$ cat config.mk
export PLATFORM = sky130hd
export DESIGN_NAME = exp_adder_bias_pipe_flat
export DESIGN_NICKNAME = d
export VERILOG_FILES = /design/src/rtl/exp_adder_bias_pipe_if.sv /design/src/rtl/exp_adder_bias_pipe.sv /design/src/flat_wrapper.sv
export SDC_FILE = /design/constraint.sdc
export NUM_CORES = 1
export LEC_CHECK = 0
export ABC_AREA = 0
export CAP_MARGIN = 10
export CORE_MARGIN = 5
export CORE_UTILIZATION = 53
export DETAILED_ROUTE_END_ITERATION = 10
export HOLD_SLACK_MARGIN = 0.1
export PLACE_DENSITY = 0.82
export SYNTH_ARGS = -nofsm -noshare
export SYNTH_HDL_FRONTEND = slang
export SYNTH_SLANG_ARGS = --single-unit
$ cat constraint.sdc
create_clock -name clk -period 2.8 [get_ports clk]
set_input_delay 0.42 -clock clk [delete_from_list [all_inputs] [get_ports clk]]
set_output_delay 0.42 -clock clk [all_outputs]
set_load 0.02 [all_outputs]
$ cat src/rtl/exp_adder_bias_pipe_if.sv
// Operand/result handshake bundle for the exponent adder pipe.
// slave = the pipe itself, master = the producer/consumer side around it.
interface exp_adder_bias_pipe_if #(
   parameter int EXP_W = 8
);
   logic             in_valid;
   logic             in_ready;
   logic [EXP_W-1:0] exp_a;
   logic [EXP_W-1:0] exp_b;
   logic             out_valid;
   logic             out_ready;
   logic [EXP_W-1:0] exp_out;
   logic             ovf;
   logic             unf;
   logic             zero_out;

   modport slave (
      input  in_valid, exp_a, exp_b, out_ready,
      output in_ready, out_valid, exp_out, ovf, unf, zero_out
   );

   modport master (
      output in_valid, exp_a, exp_b, out_ready,
      input  in_ready, out_valid, exp_out, ovf, unf, zero_out
   );
endinterface

$ cat src/rtl/exp_adder_bias_pipe.sv
// Biased exponent adder for the FP multiplier: a+b-BIAS with ovf/unf/zero classification.
// Latency 2, one result per cycle; in_ready is combinational from out_ready (no skid buffer).
// Build option EXP_SAT_EN: saturate exp_out on ovf/unf instead of wrapping.
module exp_adder_bias_pipe #(
   parameter int EXP_W = 8,
   parameter int BIAS  = 127
) (
   input  logic                 clk,
   input  logic                 rst,
   exp_adder_bias_pipe_if.slave bus,
   input  logic                 clr_sticky,
   output logic                 sticky_ovf,
   output logic                 sticky_unf
);
   localparam logic signed [EXP_W+1:0] BIAS_S = (EXP_W+2)'(BIAS);
   localparam logic signed [EXP_W+1:0] MAX_S  = (EXP_W+2)'((1 << EXP_W) - 1);
   localparam logic signed [EXP_W+1:0] ZERO_S = '0;

   logic             s1_valid;
   logic [EXP_W:0]   s1_sum;
   logic             s1_z;

   logic             s2_adv;
   logic             s1_adv;
   logic             res_xfer;

   logic signed [EXP_W+1:0] d;
   logic                    s2_ovf;
   logic                    s2_unf;
   logic [EXP_W-1:0]        s2_exp;

   assign s2_adv       = !bus.out_valid || bus.out_ready;
   assign s1_adv       = !s1_valid || s2_adv;
   assign bus.in_ready = s1_adv;
   assign res_xfer     = bus.out_valid && bus.out_ready;

   // Two extra bits: one for the carry of the add, one for the sign after BIAS removal.
   always_comb begin
      d      = $signed({1'b0, s1_sum}) - BIAS_S;
      s2_ovf = !s1_z && (d >= MAX_S);
      s2_unf = !s1_z && (d <= ZERO_S);
      s2_exp = d[EXP_W-1:0];
`ifdef EXP_SAT_EN
      if (s2_ovf)
         s2_exp = '1;
      else if (s2_unf)
         s2_exp = '0;
`endif
      if (s1_z)
         s2_exp = '0;
   end

   always_ff @(posedge clk) begin
      if (rst) begin
         s1_valid      <= 1'b0;
         s1_sum        <= '0;
         s1_z          <= 1'b0;
         bus.out_valid <= 1'b0;
         bus.exp_out   <= '0;
         bus.ovf       <= 1'b0;
         bus.unf       <= 1'b0;
         bus.zero_out  <= 1'b0;
         sticky_ovf    <= 1'b0;
         sticky_unf    <= 1'b0;
      end else begin
         if (s1_adv) begin
            s1_valid <= bus.in_valid;
            if (bus.in_valid) begin
               s1_sum <= {1'b0, bus.exp_a} + {1'b0, bus.exp_b};
               s1_z   <= (bus.exp_a == '0) || (bus.exp_b == '0);
            end
         end
         if (s2_adv) begin
            bus.out_valid <= s1_valid;
            if (s1_valid) begin
               bus.exp_out  <= s2_exp;
               bus.ovf      <= s2_ovf;
               bus.unf      <= s2_unf;
               bus.zero_out <= s1_z;
            end
         end
         // A flag raised by the transferring result survives a simultaneous clear.
         sticky_ovf <= (sticky_ovf & ~clr_sticky) | (res_xfer & bus.ovf);
         sticky_unf <= (sticky_unf & ~clr_sticky) | (res_xfer & bus.unf);
      end
   end
endmodule
$ cat src/flat_wrapper.sv
// flat-port wrapper written by rule: the top's interface ports become plain ports
module exp_adder_bias_pipe_flat 
#(
   parameter int EXP_W = 8,
   parameter int BIAS  = 127
)
  (clk, rst, clr_sticky, sticky_ovf, sticky_unf, bus_in_valid, bus_exp_a, bus_exp_b, bus_out_ready, bus_in_ready, bus_out_valid, bus_exp_out, bus_ovf, bus_unf, bus_zero_out);
  exp_adder_bias_pipe_if #(.EXP_W(EXP_W)) bus_i ();
  input  logic clk;
  input  logic rst;
  input  logic clr_sticky;
  output logic sticky_ovf;
  output logic sticky_unf;
  input wire logic [$bits(bus_i.in_valid)-1:0] bus_in_valid;
  input wire logic [$bits(bus_i.exp_a)-1:0] bus_exp_a;
  input wire logic [$bits(bus_i.exp_b)-1:0] bus_exp_b;
  input wire logic [$bits(bus_i.out_ready)-1:0] bus_out_ready;
  output wire logic [$bits(bus_i.in_ready)-1:0] bus_in_ready;
  output wire logic [$bits(bus_i.out_valid)-1:0] bus_out_valid;
  output wire logic [$bits(bus_i.exp_out)-1:0] bus_exp_out;
  output wire logic [$bits(bus_i.ovf)-1:0] bus_ovf;
  output wire logic [$bits(bus_i.unf)-1:0] bus_unf;
  output wire logic [$bits(bus_i.zero_out)-1:0] bus_zero_out;
  assign bus_i.in_valid = bus_in_valid;
  assign bus_i.exp_a = bus_exp_a;
  assign bus_i.exp_b = bus_exp_b;
  assign bus_i.out_ready = bus_out_ready;
  assign bus_in_ready = bus_i.in_ready;
  assign bus_out_valid = bus_i.out_valid;
  assign bus_exp_out = bus_i.exp_out;
  assign bus_ovf = bus_i.ovf;
  assign bus_unf = bus_i.unf;
  assign bus_zero_out = bus_i.zero_out;
  exp_adder_bias_pipe #(.EXP_W(EXP_W), .BIAS(BIAS)) u_core (.clk(clk), .rst(rst), .bus(bus_i), .clr_sticky(clr_sticky), .sticky_ovf(sticky_ovf), .sticky_unf(sticky_unf));
endmodule
-- Word-level counts from Yosys, hierarchy flattened
Index checks and enable logic that the tools add are counted.
- add/sub/neg operators: 2
- order comparisons: 2
- muxes and demuxes: 1
- bitwise operators: 7
- reduce and logical (&&, ||, !) cells: 13
- operators by type and width (kind ; count):
    8-bit zero test ; 2
    10-bit by 9-bit >= comparator with 1-bit output, second input constant ; 1
    10-bit by 1-bit <= comparator with 1-bit output, second input constant ; 1
    9-bit by 7-bit subtractor with 10-bit output, second input constant ; 1
    8-bit by 8-bit adder with 9-bit output ; 1
    8-bit 2-to-1 mux ; 1
    1-bit AND ; 4
    2-bit AND reduction ; 2
    1-bit logical AND ; 3
    1-bit zero test ; 3
    1-bit logical OR ; 3
    1-bit bitwise OR ; 2
    1-bit NOT ; 1
- flip-flop bits (word level): 25
- input port bits: 21
- output and inout bits: 15
- logic and storage cells: 35

-- Depth between registers and ports, before layout
- depth after elaboration: 4
- gate-level depth with buffers: 8
- gate-level depth less buffers: 8

-- Worst setup path before layout
Ideal clock, no wire load.
- path type: input to register
- start: in bus_exp_b[0]
- end: reg u_core.s1_sum[4]
- library setup time: 0.070 ns
- data arrival time: 1.728 ns
- data required time: 2.730 ns
- slack: 1.002 ns
- cell stages on the path: 8
- path buffers: 0
- cell sequence: ha_1 inv_1 fa_1 nor2b_1 o21ai_1 nor3b_1 or3_1 a21oi_1
- longest elaborated chain between the ends: 1
- ends and longest elaborated chain (element ; line ; RTL):
    from (decl) ; flat_wrapper.sv:16 ; input wire logic [$bits(bus_i.exp_b)-1:0] bus_exp_b;
    8-bit by 8-bit adder with 9-bit output ; exp_adder_bias_pipe.sv:69 ; s1_sum <= {1'b0, bus.exp_a} + {1'b0, bus.exp_b};
    to (signal assigned) ; exp_adder_bias_pipe.sv:69 ;
    to (decl) ; exp_adder_bias_pipe.sv:20 ; logic [EXP_W:0] s1_sum;
Every way passes these cells.
A chain may end at the register's enable or synchronous reset.

-- Final worst setup path
Ends and elaborated chain as after synthesis.

==> results.yml <==
outcome:
  status: "finished clean"
logic_synthesis:
  syn_avg_cell_area_um2: 8.259
  ys.flop_type: "dfxtp_1"
  ys_warn_count: 0
  synth_cells: 183
  ys_seq_area_share_pct: 33.11
  synth_edf_count: 0
  async_flop_share_pct: 0
  synthTopCellsByArea: "dfxtp_1, ha_1, a21oi_1, nor2_1, a22oi_1"
  syn_area_mm2: 0.001511
  synthDistinctLibCells: 47
  syn-num-nets: 216
  yosysTopAreaCell: "dfxtp_1"
  ys_ff_latch: 25
  synth_top_area_share_pct: 33.11
floorplanning:
  rows: 19
  initial_utilization_pct: 55.29
  core_area_mm2: 0.002734
  dieArea_mm2: 0.004020
  fp.dieW_um: 63.40
  io_pins: 36
  die_h_um: 63.40
power_and_ir_drop:
  peakVddDrop_uv: 266.8
  powerDensity_mw_per_mm2: 404.2
  p_leak_nw: 0.7222
global_route:
  grt_max_degree: 17
  grt_pass1_wl_um: 6216
  grt_overflow: 0
  grt_pass1_vias: 1389
  antenna_found_initial: 0
  grt_use_total_pct: 18.34
clock_tree:
  htreeDepth: 1
  cts_buffers: 3
  cts.sinks: 25
  cts_setup_buffers: 0
  clk_pin_slew_ns: 0.14
  cts_tree: "yes"
  clock_latency_ns: 0.32
  cts-root-buf: "clkbuf_4"
  holdBufCountCts: 0
  clockBufferDepth: 2
  ctsResizeCount: 0
finish:
  drive_above_1_share_pct: 4.651
  area_growth_syn_to_layout_pct: 25.91
  nFillCells: 240
  antennaDiodeCount: 0
  fin_nets: 249
sta:
  max_freq_mhz: 462.2
  post-route-min-period_ns: 2.164
  timing.max_slew.rel_slack_pct: 64.56
  worst_pin_slew_ns: 0.5299
  tns_ns: 0
  finalMaxSlewViolations: 0
  setup_viol: 0
  rsz0062_at_grt: "false"
  worst_hold_slack_ns: 0.4743
  post-route-period-util_pct: 77.28
  hold_viol_final: 0
  fin_worst_skew_ns: 0.01309
worst_hold_path:
  hold_path_startpoint: "u_core.bus.zero_out"
  hold_class: "register to register"
critical_path:
  crit_path_start_kind: "input port"
  worstPathCellList: "clkdlybuf4s50_1, ha_1, inv_1, fa_1, nor2b_1, o21ai_1, nor3b_1, or3_1, a21oi_1"
  required_ns: 3.04
  arrival_ns: 2.41
  crit_fanout: 2
  slowest_stage: "clkdlybuf4s50_1"
  timing.rr.start: "u_core.s1_sum[0]"
  max_stage_delay_ns: 0.51
  path_class: "input port to register"
  startpoint: "bus_exp_b[0]"
  crit_path_end_kind: "register"
drt:
  firstDrtPassIters: 4
  drt-wirelength-per-cell_um: 14.28
  wirelength_um: 3513
  drtIter0Drc: 65
  via_per_inst: 5.890
  ant_nets: 0
  drc: 0
  vias: 1449
placement:
  dp_hpwl_um: 2837
  place_congestion: 0.8710
  numPortBuffers: 35
job:
  drv_cap: 0
[worst paths after layout]
path / slack, ns / end / depth (start not counted)
worst max-delay path: 0.64 / u_core.s1_sum[4] / 9
worst min-delay path: 0.47 / u_core.bus.zero_out / 2
worst min register to register: 0.47 / u_core.bus.zero_out / 2
worst max register to register: 1.13 / u_core.bus.unf / 6
[metrics by stage]
| stage | instance area [um2] | instances | util [%] | setup slack (ns) | power [mW] |
|---|---|---|---|---|---|
| floorplan | 1511 | 183 | - | 1.002 | 0.5352 |
| global placement | 1876 | 242 | 68.60 | 0.4475 | 0.6056 |
| detailed placement | 1876 | 242 | 68.60 | 0.3317 | 0.6133 |
| CTS | 1903 | 246 | 69.61 | 0.6411 | 0.7685 |
| global route | 1903 | 246 | 69.61 | 0.5608 | 0.8182 |
| finish | 1903 | 246 | 69.61 | 0.6362 | 0.7692 |
[area by class of cell]
cell class / instances / area (um2) / share of cell area [%]
Clock buffer: 3 / 22.52 / 1.183
Inverter: 9 / 33.78 / 1.775
Timing Repair Buffer: 36 / 357.8 / 18.80
Tap cell: 31 / 38.79 / 2.038
Multi-Input combinational cell: 141 / 944.7 / 49.64
Clock inverter: 1 / 5.005 / 0.2630
Sequential cell: 25 / 500.5 / 26.30
[power breakdown]
part           internal (mW)  switching (mW)
logic                  0.101          0.0983
registers              0.378          0.0302
clock network         0.0534           0.109
[synthesized netlist by cell type, types with 3 or more instances]
| master | n |
|---|---|
| a21oi_1 | 16 |
| a22oi_1 | 6 |
| nor4_1 | 5 |
| nand3_1 | 5 |
| nand2b_1 | 4 |
| o21ai_1 | 4 |
| xnor2_1 | 5 |
| inv_1 | 9 |
| nor4b_1 | 3 |
| ha_1 | 11 |
| nand2_1 | 12 |
| o211ai_1 | 3 |
| dfxtp_1 | 25 |
| clkbuf_1 | 6 |
| nor3_1 | 8 |
| nor2_1 | 19 |
[logic make-up (layout without fill, tap and decap cells)]
| kind of cell | Yosys count | after routing | share of synthesized area, % |
|---|---|---|---|
| buf+inv | 17 | 49 | 4.387 |
| flops | 25 | 25 | 33.11 |
| fa+ha+maj | 12 | 12 | 10.43 |
| xor+xnor | 7 | 7 | 4.056 |
| compound gates | 47 | 47 | 20.78 |
| simple gates | 75 | 75 | 27.23 |
[critical path: cells and delay by family]
kind,cells,cell delay [ns]
fa+ha+maj,2,0.56
compound gates,2,0.23
buf+inv,2,0.56
simple gates,3,0.63
[state kept, by name, summed over array words and instances, names as in the netlist]
| name | flops |
|---|---|
| u_core.sticky_unf | 1 |
| u_core.bus.exp_out | 8 |
| u_core.s1_sum | 9 |
| u_core.bus.zero_out | 1 |
| u_core.bus.ovf | 1 |
| u_core.s1_z | 1 |
| u_core.sticky_ovf | 1 |
| u_core.bus.unf | 1 |
| u_core.s1_valid | 1 |
| u_core.bus.out_valid | 1 |
[routing by layer]
| layer | GRT usage [%] | vias to the layer above | share of wire (%) |
|---|---|---|---|
| met2 | 32.74 | 34 | 52 |
| met4 | 5.195 | 0 | 1.0 |
| li1 | - | 733 | - |
| met3 | 3.197 | 4 | 4.2 |
| met5 | 0 | - | 0 |
| met1 | 22.20 | 678 | 43 |
[placed cells by master, fill, tap and decap left out, drive strengths merged, types with 4 or more instances in the layout]
cell type,netlist,routed
clkdlybuf4s50,0,35
dfxtp,25,25
nor2,19,19
a21oi,16,16
nand2,12,12
ha,11,11
inv,9,9
nor3,8,8
a22oi,7,7
nand3,6,6
o21ai,6,6
xnor2,5,5
nor4,5,5
nand2b,4,4
Note: power is estimated with default switching activity, not from simulation.
